**config.mk**
```make
export PLATFORM = sky130hd
export DESIGN_NAME = digital_display_flat
export DESIGN_NICKNAME = d
export VERILOG_FILES = /design/src/rtl/display_pkg.sv /design/src/rtl/digital_display_if.sv /design/src/rtl/hex_to_sseg.sv /design/src/rtl/digital_display.sv /design/src/flat_wrapper.sv
export SDC_FILE = /design/constraint.sdc
export NUM_CORES = 1
export LEC_CHECK = 0
export CORE_ASPECT_RATIO = 0.6
export CORE_MARGIN = 3
export CORE_UTILIZATION = 60
export CTS_CLUSTER_DIAMETER = 150
export CTS_CLUSTER_SIZE = 20
export DETAILED_ROUTE_END_ITERATION = 10
export DONT_BUFFER_PORTS = 1
export GPL_ROUTABILITY_DRIVEN = 0
export GPL_TIMING_DRIVEN = 0
export PLACE_DENSITY_LB_ADDON = 0.25
export SLEW_MARGIN = 10
export SYNTH_ARGS = -nofsm -noshare
export SYNTH_HDL_FRONTEND = slang
export SYNTH_SLANG_ARGS = --single-unit
```
**constraint.sdc**
```tcl
create_clock -name clk -period 7.1 [get_ports clk]
set_clock_uncertainty 0.05 [all_clocks]
set_input_delay 0.71 -clock clk [delete_from_list [all_inputs] [get_ports clk]]
set_output_delay 0.71 -clock clk [all_outputs]
set_load 0.05 [all_outputs]
```
**src/rtl/display_pkg.sv**
```systemverilog
// display_pkg: shared constants for the six-digit seven-segment scanner.
package display_pkg;
  localparam int NUM_DIGITS = 6;
  localparam logic DP_OFF = 1'b1;
  localparam logic [6:0] SEG_TABLE [16] = '{
    7'h40, 7'h79, 7'h24, 7'h30, 7'h19, 7'h12, 7'h02, 7'h78,
    7'h00, 7'h10, 7'h08, 7'h03, 7'h46, 7'h21, 7'h06, 7'h0E
  };
endpackage

```
**src/rtl/digital_display_if.sv**
```systemverilog
// digital_display_if: digit nibbles in, active-low anode/segment drive out.
interface digital_display_if;
  logic [3:0] hex0, hex1, hex2, hex3, hex4, hex5;
  logic [5:0] an;
  logic [7:0] sseg;
  modport master (output hex0, hex1, hex2, hex3, hex4, hex5, input an, sseg);
  modport slave (input hex0, hex1, hex2, hex3, hex4, hex5, output an, sseg);
endinterface

```
**src/rtl/hex_to_sseg.sv**
```systemverilog
// hex_to_sseg: combinational nibble to active-low {g,f,e,d,c,b,a} decoder.
module hex_to_sseg
  import display_pkg::*;
(
  input  logic [3:0] hex,
  output logic [6:0] seg
);
  assign seg = SEG_TABLE[hex];
endmodule

```
**src/rtl/digital_display.sv**
```systemverilog
// digital_display: scans six common-anode digits, one per SCAN_DIV-cycle slot.
module digital_display
  import display_pkg::*;
#(
  parameter int SCAN_DIV = 16,
  parameter int CNT_W = 20
) (
  input logic clk,
  input logic rst,
  digital_display_if.slave dif
);
  logic [CNT_W-1:0] div_q, div_d;
  logic [2:0] sel_q, sel_d;
  logic [5:0] an_q, an_d;
  logic [7:0] sseg_q, sseg_d;
  logic [3:0] nib;
  logic [6:0] seg;
  logic wrap;
  hex_to_sseg u_dec (.hex(nib), .seg(seg));
  always_comb begin
    wrap = div_q == CNT_W'(SCAN_DIV - 1);
    div_d = wrap ? '0 : div_q + 1'b1;
    // out-of-range select recovers to digit 0 on the next edge
    sel_d = (sel_q >= 3'(NUM_DIGITS)) ? '0 :
            wrap ? ((sel_q == 3'(NUM_DIGITS - 1)) ? '0 : sel_q + 3'd1) : sel_q;
    case (sel_q)
      3'd1: nib = dif.hex1;
      3'd2: nib = dif.hex2;
      3'd3: nib = dif.hex3;
      3'd4: nib = dif.hex4;
      3'd5: nib = dif.hex5;
      default: nib = dif.hex0;
    endcase
    an_d = ~(6'b1 << sel_q);
    sseg_d = {DP_OFF, seg};
  end
  always_ff @(posedge clk or posedge rst) begin
    if (rst) begin
      div_q <= '0;
      sel_q <= '0;
      an_q <= '1;
      sseg_q <= '1;
    end else begin
      div_q <= div_d;
      sel_q <= sel_d;
      an_q <= an_d;
      sseg_q <= sseg_d;
    end
  end
  assign dif.an = an_q;
  assign dif.sseg = sseg_q;
endmodule

```
**src/flat_wrapper.sv**
```systemverilog
// flat-port wrapper written by rule: the top's interface ports become plain ports
module digital_display_flat import display_pkg::*;
#(
  parameter int SCAN_DIV = 16,
  parameter int CNT_W = 20
)
  (clk, rst, dif_hex0, dif_hex1, dif_hex2, dif_hex3, dif_hex4, dif_hex5, dif_an, dif_sseg);
  digital_display_if dif_i ();
  input logic clk;
  input logic rst;
  input wire logic [$bits(dif_i.hex0)-1:0] dif_hex0;
  input wire logic [$bits(dif_i.hex1)-1:0] dif_hex1;
  input wire logic [$bits(dif_i.hex2)-1:0] dif_hex2;
  input wire logic [$bits(dif_i.hex3)-1:0] dif_hex3;
  input wire logic [$bits(dif_i.hex4)-1:0] dif_hex4;
  input wire logic [$bits(dif_i.hex5)-1:0] dif_hex5;
  output wire logic [$bits(dif_i.an)-1:0] dif_an;
  output wire logic [$bits(dif_i.sseg)-1:0] dif_sseg;
  assign dif_i.hex0 = dif_hex0;
  assign dif_i.hex1 = dif_hex1;
  assign dif_i.hex2 = dif_hex2;
  assign dif_i.hex3 = dif_hex3;
  assign dif_i.hex4 = dif_hex4;
  assign dif_i.hex5 = dif_hex5;
  assign dif_an = dif_i.an;
  assign dif_sseg = dif_i.sseg;
  digital_display #(.SCAN_DIV(SCAN_DIV), .CNT_W(CNT_W)) u_core (.clk(clk), .rst(rst), .dif(dif_i));
endmodule
```
==> results of run 1 <==
power by group:
part | switching (mW) | total [mW] | leakage (nW) | internal, mW
Sequential | 0.0133 | 0.225 | 0.443 | 0.212
Combinational | 0.0149 | 0.0235 | 0.429 | 0.00852
Clock | 0.0735 | 0.197 | 0.0645 | 0.124
cells by family (layout without fill, tap and decap cells):
logic type	Yosys count	count (layout)	synth area share (%)
AOI/OAI and AO/OA	29	29	13.0
xor gates and xnor gates	19	19	8.58
adders and majority gates	9	9	5.80
buffers and inverters	16	24	5.35
DFF	36	36	47.3
muxes	7	7	3.61
other	1	1	0.193
and+or+nand+nor	62	62	16.2
final timing paths:
check / from / end / slack [ns] / cells past startpoint
worst max-delay path: u_core.sel_q[0] / u_core.dif.sseg[6] / 4.43 / 12
worst min-delay path: rst / u_core.div_q[11] / 0.36 / 1
worst max register to register: u_core.sel_q[0] / u_core.dif.sseg[6] / 4.43 / 12
worst min register to register: u_core.div_q[0] / u_core.div_q[0] / 0.41 / 1
max in group asynchronous: rst / u_core.div_q[1] / 6.18 / 1
min in group clk: u_core.div_q[0] / u_core.div_q[0] / 0.41 / 1
state kept, by name (all words and copies together), names as in the netlist:
| signal | flops |
|---|---|
| u_core.dif.sseg | 7 |
| u_core.dif.an | 6 |
| u_core.sel_q | 3 |
| u_core.div_q | 20 |
stage by stage:
| step | power (mW) | cells | setup slack [ns] | util [%] | area, µm² |
|---|---|---|---|---|---|
| floorplan | 0.247 | 179 | 4.86 | - | 1940 |
| finish | 0.446 | 229 | 4.43 | 71.0 | 2120 |
| CTS | 0.448 | 229 | 4.46 | 71.0 | 2120 |
| global placement | 0.250 | 221 | 4.60 | 66.8 | 1990 |
| detailed placement | 0.252 | 221 | 4.46 | 66.8 | 1990 |
| global route | 0.459 | 229 | 4.32 | 71.0 | 2120 |
cell type report:
| cell class | count | area (µm²) | area share, % |
|---|---|---|---|
| Buffer | 6 | 66.3 | 3.13 |
| Clock buffer | 7 | 96.3 | 4.55 |
| Clock inverter | 1 | 30.0 | 1.42 |
| Inverter | 10 | 37.5 | 1.77 |
| Multi-Input combinational cell | 127 | 920 | 43.4 |
| Sequential cell | 36 | 917 | 43.3 |
| Tap cell | 42 | 52.6 | 2.48 |
placed cells by master, fill, tap and decap left out, drive strengths merged, types with 2 or more instances in the layout:
| master | instances |
|---|---|
| nor4 | 4 |
| inv | 10 |
| ha | 9 |
| buf | 5 |
| a211oi | 3 |
| and2 | 3 |
| a22oi | 3 |
| a22o | 3 |
| a31oi | 2 |
| mux2i | 7 |
| nor3b | 2 |
| o21ai | 2 |
| xnor2 | 15 |
| nand3 | 9 |
| a21oi | 6 |
| or2 | 2 |
| o2bb2ai | 4 |
| dfrtp | 23 |
| and3 | 6 |
| dfstp | 13 |
| nor2 | 17 |
| xor2 | 4 |
| nand2 | 14 |
| clkbuf | 8 |
worst reg2reg max path, delay by kind of cell, from the launching register on:
kind                     cells  cell delay, ns
AO/OA/AOI/OAI                4            0.85
adder cells (fa/ha/maj)      2            0.51
buffers and inverters        3            0.45
flip-flops                   1            0.42
AND/OR/NAND/NOR              3            0.30
metal layers:
layer / GRT usage [%] / vias to the layer above
met2: 32.1 / 37
met4: 8.57 / 0
met1: 28.6 / 634
met5: 0 / -
met3: 6.02 / 5
li1: - / 633
==> run_results.csv, run 1 <==
group,metric,value,unit
sta,maxSlewViolCount,0,
routing,drtPass1Iterations,4,
clocking,clk_latency,0.29,ns
clocking,cts_max_level,2,
die,ios,40,
sta,fin_crit_sh,37.6,%
synthesis,synth_commonest_cells,"dfrtp_1 (23), nor2_1 (16), xnor2_1 (15)",
synthesis,synthFlopType,"dfrtp_1",
power,ir_drop,0.129,mV
die,initial_core_util,65.0,%
routing,via_per_inst,5.72,
cells_and_area,fillers,201,
routing,drtIter0Drc,30,
synthesis,ys_seq_area_share,47.3,%
sta,finalSetupViolCount,0,
routing,route.met3.wl,201,µm
worst_setup_path,critPathMaxFanout,10,
die,die_x,79.4,µm
clocking,clk_pin_slew,0.07,ns
synthesis,ys_ff_latch,36,
clocking,clock_path_buffers,2,
cells_and_area,num_antenna_cells,0,
synthesis,synth_top_cell_by_area,"dfrtp_1",
worst_setup_path,slowest_stage,"dfrtp_1",
grt,grt.total_usage,21.2,%
sta,fin_tns_setup,0,ns
sta,finalHoldViolations,0,
worst_setup_path,crit_required,7.27,ns
worst_hold_path,hold_class,"input port to asynchronous set/reset pin",
grt,grt_overflow,0,
worst_setup_path,cp_cell_sequence,"clkbuf_8, and2_1, ha_1, a22oi_1, nand2_1, o22ai_1, inv_1, ha_1, inv_1, nor2_1, a21oi_1, o2bb2ai_1",
synthesis,post_synth.cell_area_avg,10.8,µm²
routing,dr.max_layer_used,"met4",
sta,fin_crit,2.67,ns
worst_setup_path,critPathCaptureType,"flip-flop",
sta,timing.fmax,375,MHz
worst_setup_path,critPathBufInv,3,
placed_design,hpwl,2.87,mm
clocking,ctsHoldBuffers,0,
routing,wl_per_cell,17.1,µm
clocking,post_cts_resized,0,
worst_setup_path,cp_slowest_stage_delay,0.42,ns
clocking,cts_made_buffers,5,
synthesis,synth_most_common_cell,"dfrtp_1",
die,die_y,50.1,µm
worst_setup_path,worstPathArrival,2.83,ns
synthesis,synthDominantCellAreaShare,29.7,%
routing,wl_met2,1.84,mm
cells_and_area,layout-area-overhead-vs-synth,9.22,%
sta,slew_headroom,52.0,%
placed_design,portBuffers,0,
synthesis,synth_edf_count,0,
die,die_area,3970,µm²
worst_setup_path,path_delay_family,"compound AO/OA/AOI/OAI gates",
routing,ant_nets,0,
die,coreArea,2980,µm²
clocking,cts.sinks,36,
cells_and_area,finalNetCount,221,
grt,grt_pass1_vias,1300,
routing,drc,0,
clocking,ctsRootBufferMaster,"clkbuf_8",
job,cap_violations,0,
grt,grt_max_degree,37,
power,powerDensity,210,nW/µm²
routing,wl,3.91,mm
synthesis,syn_nets,214,
power,p_leak,0.936,nW
clocking,post_cts_buffers,0,
sta,whs,0.361,ns
grt,antenna_found_initial,0,
synthesis,synth_area_leaders,"dfrtp_1 (30%), dfstp_2 (18%), xnor2_1 (6.8%)",
routing,vias,1309,
synthesis,ys_async_sr_fraction,100,%
sta,worst_pin_slew,0.718,ns
die,fp-row-count,15,
clocking,cts_tree,"built",
worst_setup_path,crit_type,"flip-flop to flip-flop",
synthesis,synthDistinctLibCells,43,
cells_and_area,layout-drive-gt1-share,20.3,%
outcome,outcome,"finished, final reports clean",
synthesis,yosys_warnings,0,
synthesis,syn_inst,179,
synthesis,synth_area,1940,µm²
routing,wl_met1,1.83,mm
sta,rsz0062_at_grt,"false",
grt,grt_pass1_wl,6.24,mm
worst_setup_path,critPathLaunchType,"flip-flop",
(Power assumes the default switching activity.)
==> inputs of run 2 (changes only) <==
Clock period 7.1 ns to 2.55 ns, I/O delays scaled along.
==> run 2 against run 1 <==
Core utilization rose by 0.80 points. Clock power rose to 2.8 times the previous value. Combinational power rose to 2.9 times the previous value. Die area did not move. Largest cell class unchanged. Cell area rose by 1.1%. Fmax rose by 9.6%. Worst hold slack got worse by 0.082 ns. Sequential power rose to 2.8 times the previous value. Flip-flop and latch count did not move. Count of clock-buffer cells in the layout did not move.
==> run_results.csv, run 2 (synthesis gave the netlist of run 1 again) <==
group,metric,value,unit
clocking,cts_tree,"built",
routing,drtPass1Iterations,4,
routing,drc,0,
cells_and_area,fillers,197,
clocking,cts_made_buffers,5,
grt,antenna_found_initial,0,
sta,setup_slack,0.116,ns
sta,finalHoldViolations,0,
worst_setup_path,r2r-start,"u_core.sel_q[0]",
worst_setup_path,critPathMaxFanout,10,
sta,fin_tns_setup,0,ns
power,p_leak,0.943,nW
cells_and_area,largest_reg_flops,20,
clocking,clock_path_buffers,2,
die,ios,40,
power,powerDensity,580,nW/µm²
cells_and_area,final_util,71.8,%
sta,maxSlewViolCount,0,
cells_and_area,final_common_cell,"dfrtp_1",
grt,grt_overflow,0,
outcome,outcome,"finished, final reports clean",
cells_and_area,layout_common_cells,"dfrtp_1 (23), nor2_1 (16), xnor2_1 (15), nand2_1 (14), dfstp_2 (13)",
sta,rsz0062_at_grt,"false",
sta,fin_crit,2.43,ns
die,die_y,50.1,µm
sta,finalSetupViolCount,0,
routing,via_per_inst,5.79,
clocking,post_cts_buffers,0,
die,coreArea,2980,µm²
sta,timing.fmax,411,MHz
worst_setup_path,worstPathArrival,2.60,ns
placed_design,portBuffers,0,
cells_and_area,layout-drive-gt1-share,20.7,%
worst_setup_path,worst-r2r-setup-slack,0.12,ns
worst_hold_path,hold_class,"input port to flip-flop",
worst_setup_path,r2r_cells,12,
cells_and_area,num_antenna_cells,0,
grt,grt_pass1_wl,6.24,mm
routing,vias,1331,
die,fp-row-count,15,
sta,whs,0.279,ns
worst_setup_path,r2r-end,"u_core.dif.sseg[6]",
clocking,clk_latency,0.29,ns
die,initial_core_util,65.0,%
cells_and_area,finalNetCount,222,
clocking,cts_max_level,2,
worst_setup_path,critPathLaunchType,"flip-flop",
worst_hold_path,hold_depth,3,
job,cap_violations,0,
placed_design,hpwl,2.87,mm
placed_design,dp_slack,-0.0898,ns
grt,grt_pass1_vias,1300,
grt,grt_max_degree,37,
grt,grt.total_usage,21.2,%
power,ir_drop,0.358,mV
clocking,clk_pin_slew,0.07,ns
sta,slew_headroom,52.7,%
die,die_area,3970,µm²
routing,drtIter0Drc,25,
clocking,cts.sinks,36,
cells_and_area,layout-area-overhead-vs-synth,10.4,%
routing,ant_nets,0,
sta,fin_crit_sh,95.5,%
worst_hold_path,hold_end,"u_core.dif.sseg[6]",
worst_hold_path,min-delay-start,"dif_hex0[1]",
routing,wl,3.88,mm
worst_setup_path,crit_required,2.71,ns
clocking,ctsRootBufferMaster,"clkbuf_8",
die,die_x,79.4,µm
worst_setup_path,crit_type,"flip-flop to flip-flop",
routing,wl_per_cell,16.9,µm
sta,worst_pin_slew,0.709,ns
worst_setup_path,critPathCaptureType,"flip-flop",
cells_and_area,largest-register,"u_core.div_q",
## run 2: metal layers
metal	wire length, µm	up-vias	GRT usage [%]
met4	45	0	8.57
met2	1820	37	32.1
met5	0	-	0
met3	168	7	6.02
met1	1840	653	28.6
li1	-	634	-
## run 2: layout make-up
class                   count  area (µm²)  area share (%)
multi-input cells         127         933            43.5
flip-flops and latches     36         917            42.8
clock buffers               7        96.3            4.50
plain buffers               6        66.3            3.09
well taps                  42        52.6            2.45
inverters                  10        37.5            1.75
clock inverters             1        30.0            1.40
repair buffers              1        10.0           0.467
## run 2: worst max-delay path, cell delays in order, from the launching register on
cell       delay [ns]
dfrtp_1          0.43
clkbuf_8         0.18
and2_1           0.16
ha_1             0.25
a22oi_1          0.20
nand2_1          0.11
o22ai_4          0.19
inv_1            0.12
ha_1             0.23
inv_1            0.10
nor2_1           0.06
a21oi_1          0.15
o2bb2ai_1        0.11
## run 2: worst max-delay path by stage
stage,start,end,slack (ns)
after global routing,u_core.sel_q[0],u_core.dif.sseg[6],0.03
after CTS,u_core.sel_q[0],u_core.dif.sseg[6],0.11
after global placement,u_core.sel_q[0],u_core.dif.sseg[5],0.05
after detailed placement,u_core.sel_q[0],u_core.dif.sseg[6],-0.09
final,u_core.sel_q[0],u_core.dif.sseg[6],0.12
after floorplan,u_core.sel_q[0],u_core.dif.sseg[5],0.31
## run 2: what timing repair did
action / 4_1_cts / 5_1_grt
hold endpoints to repair: 0 / 23
setup endpoints to repair: 2 / 1
resized for setup: 1 / 1
hold buffers: 0 / 1
## run 2: power breakdown
part,total (mW),internal [mW],switching [mW]
logic,0.0680,0.0254,0.0426
registers,0.626,0.589,0.0370
clock network,0.548,0.345,0.203
## run 2: stage by stage
stage / total power [mW] / area, µm² / instances
floorplan: 0.688 / 1940 / 179
global placement: 0.697 / 1990 / 221
detailed placement: 0.702 / 1990 / 221
CTS: 1.25 / 2130 / 229
global route: 1.28 / 2140 / 230
finish: 1.24 / 2140 / 230
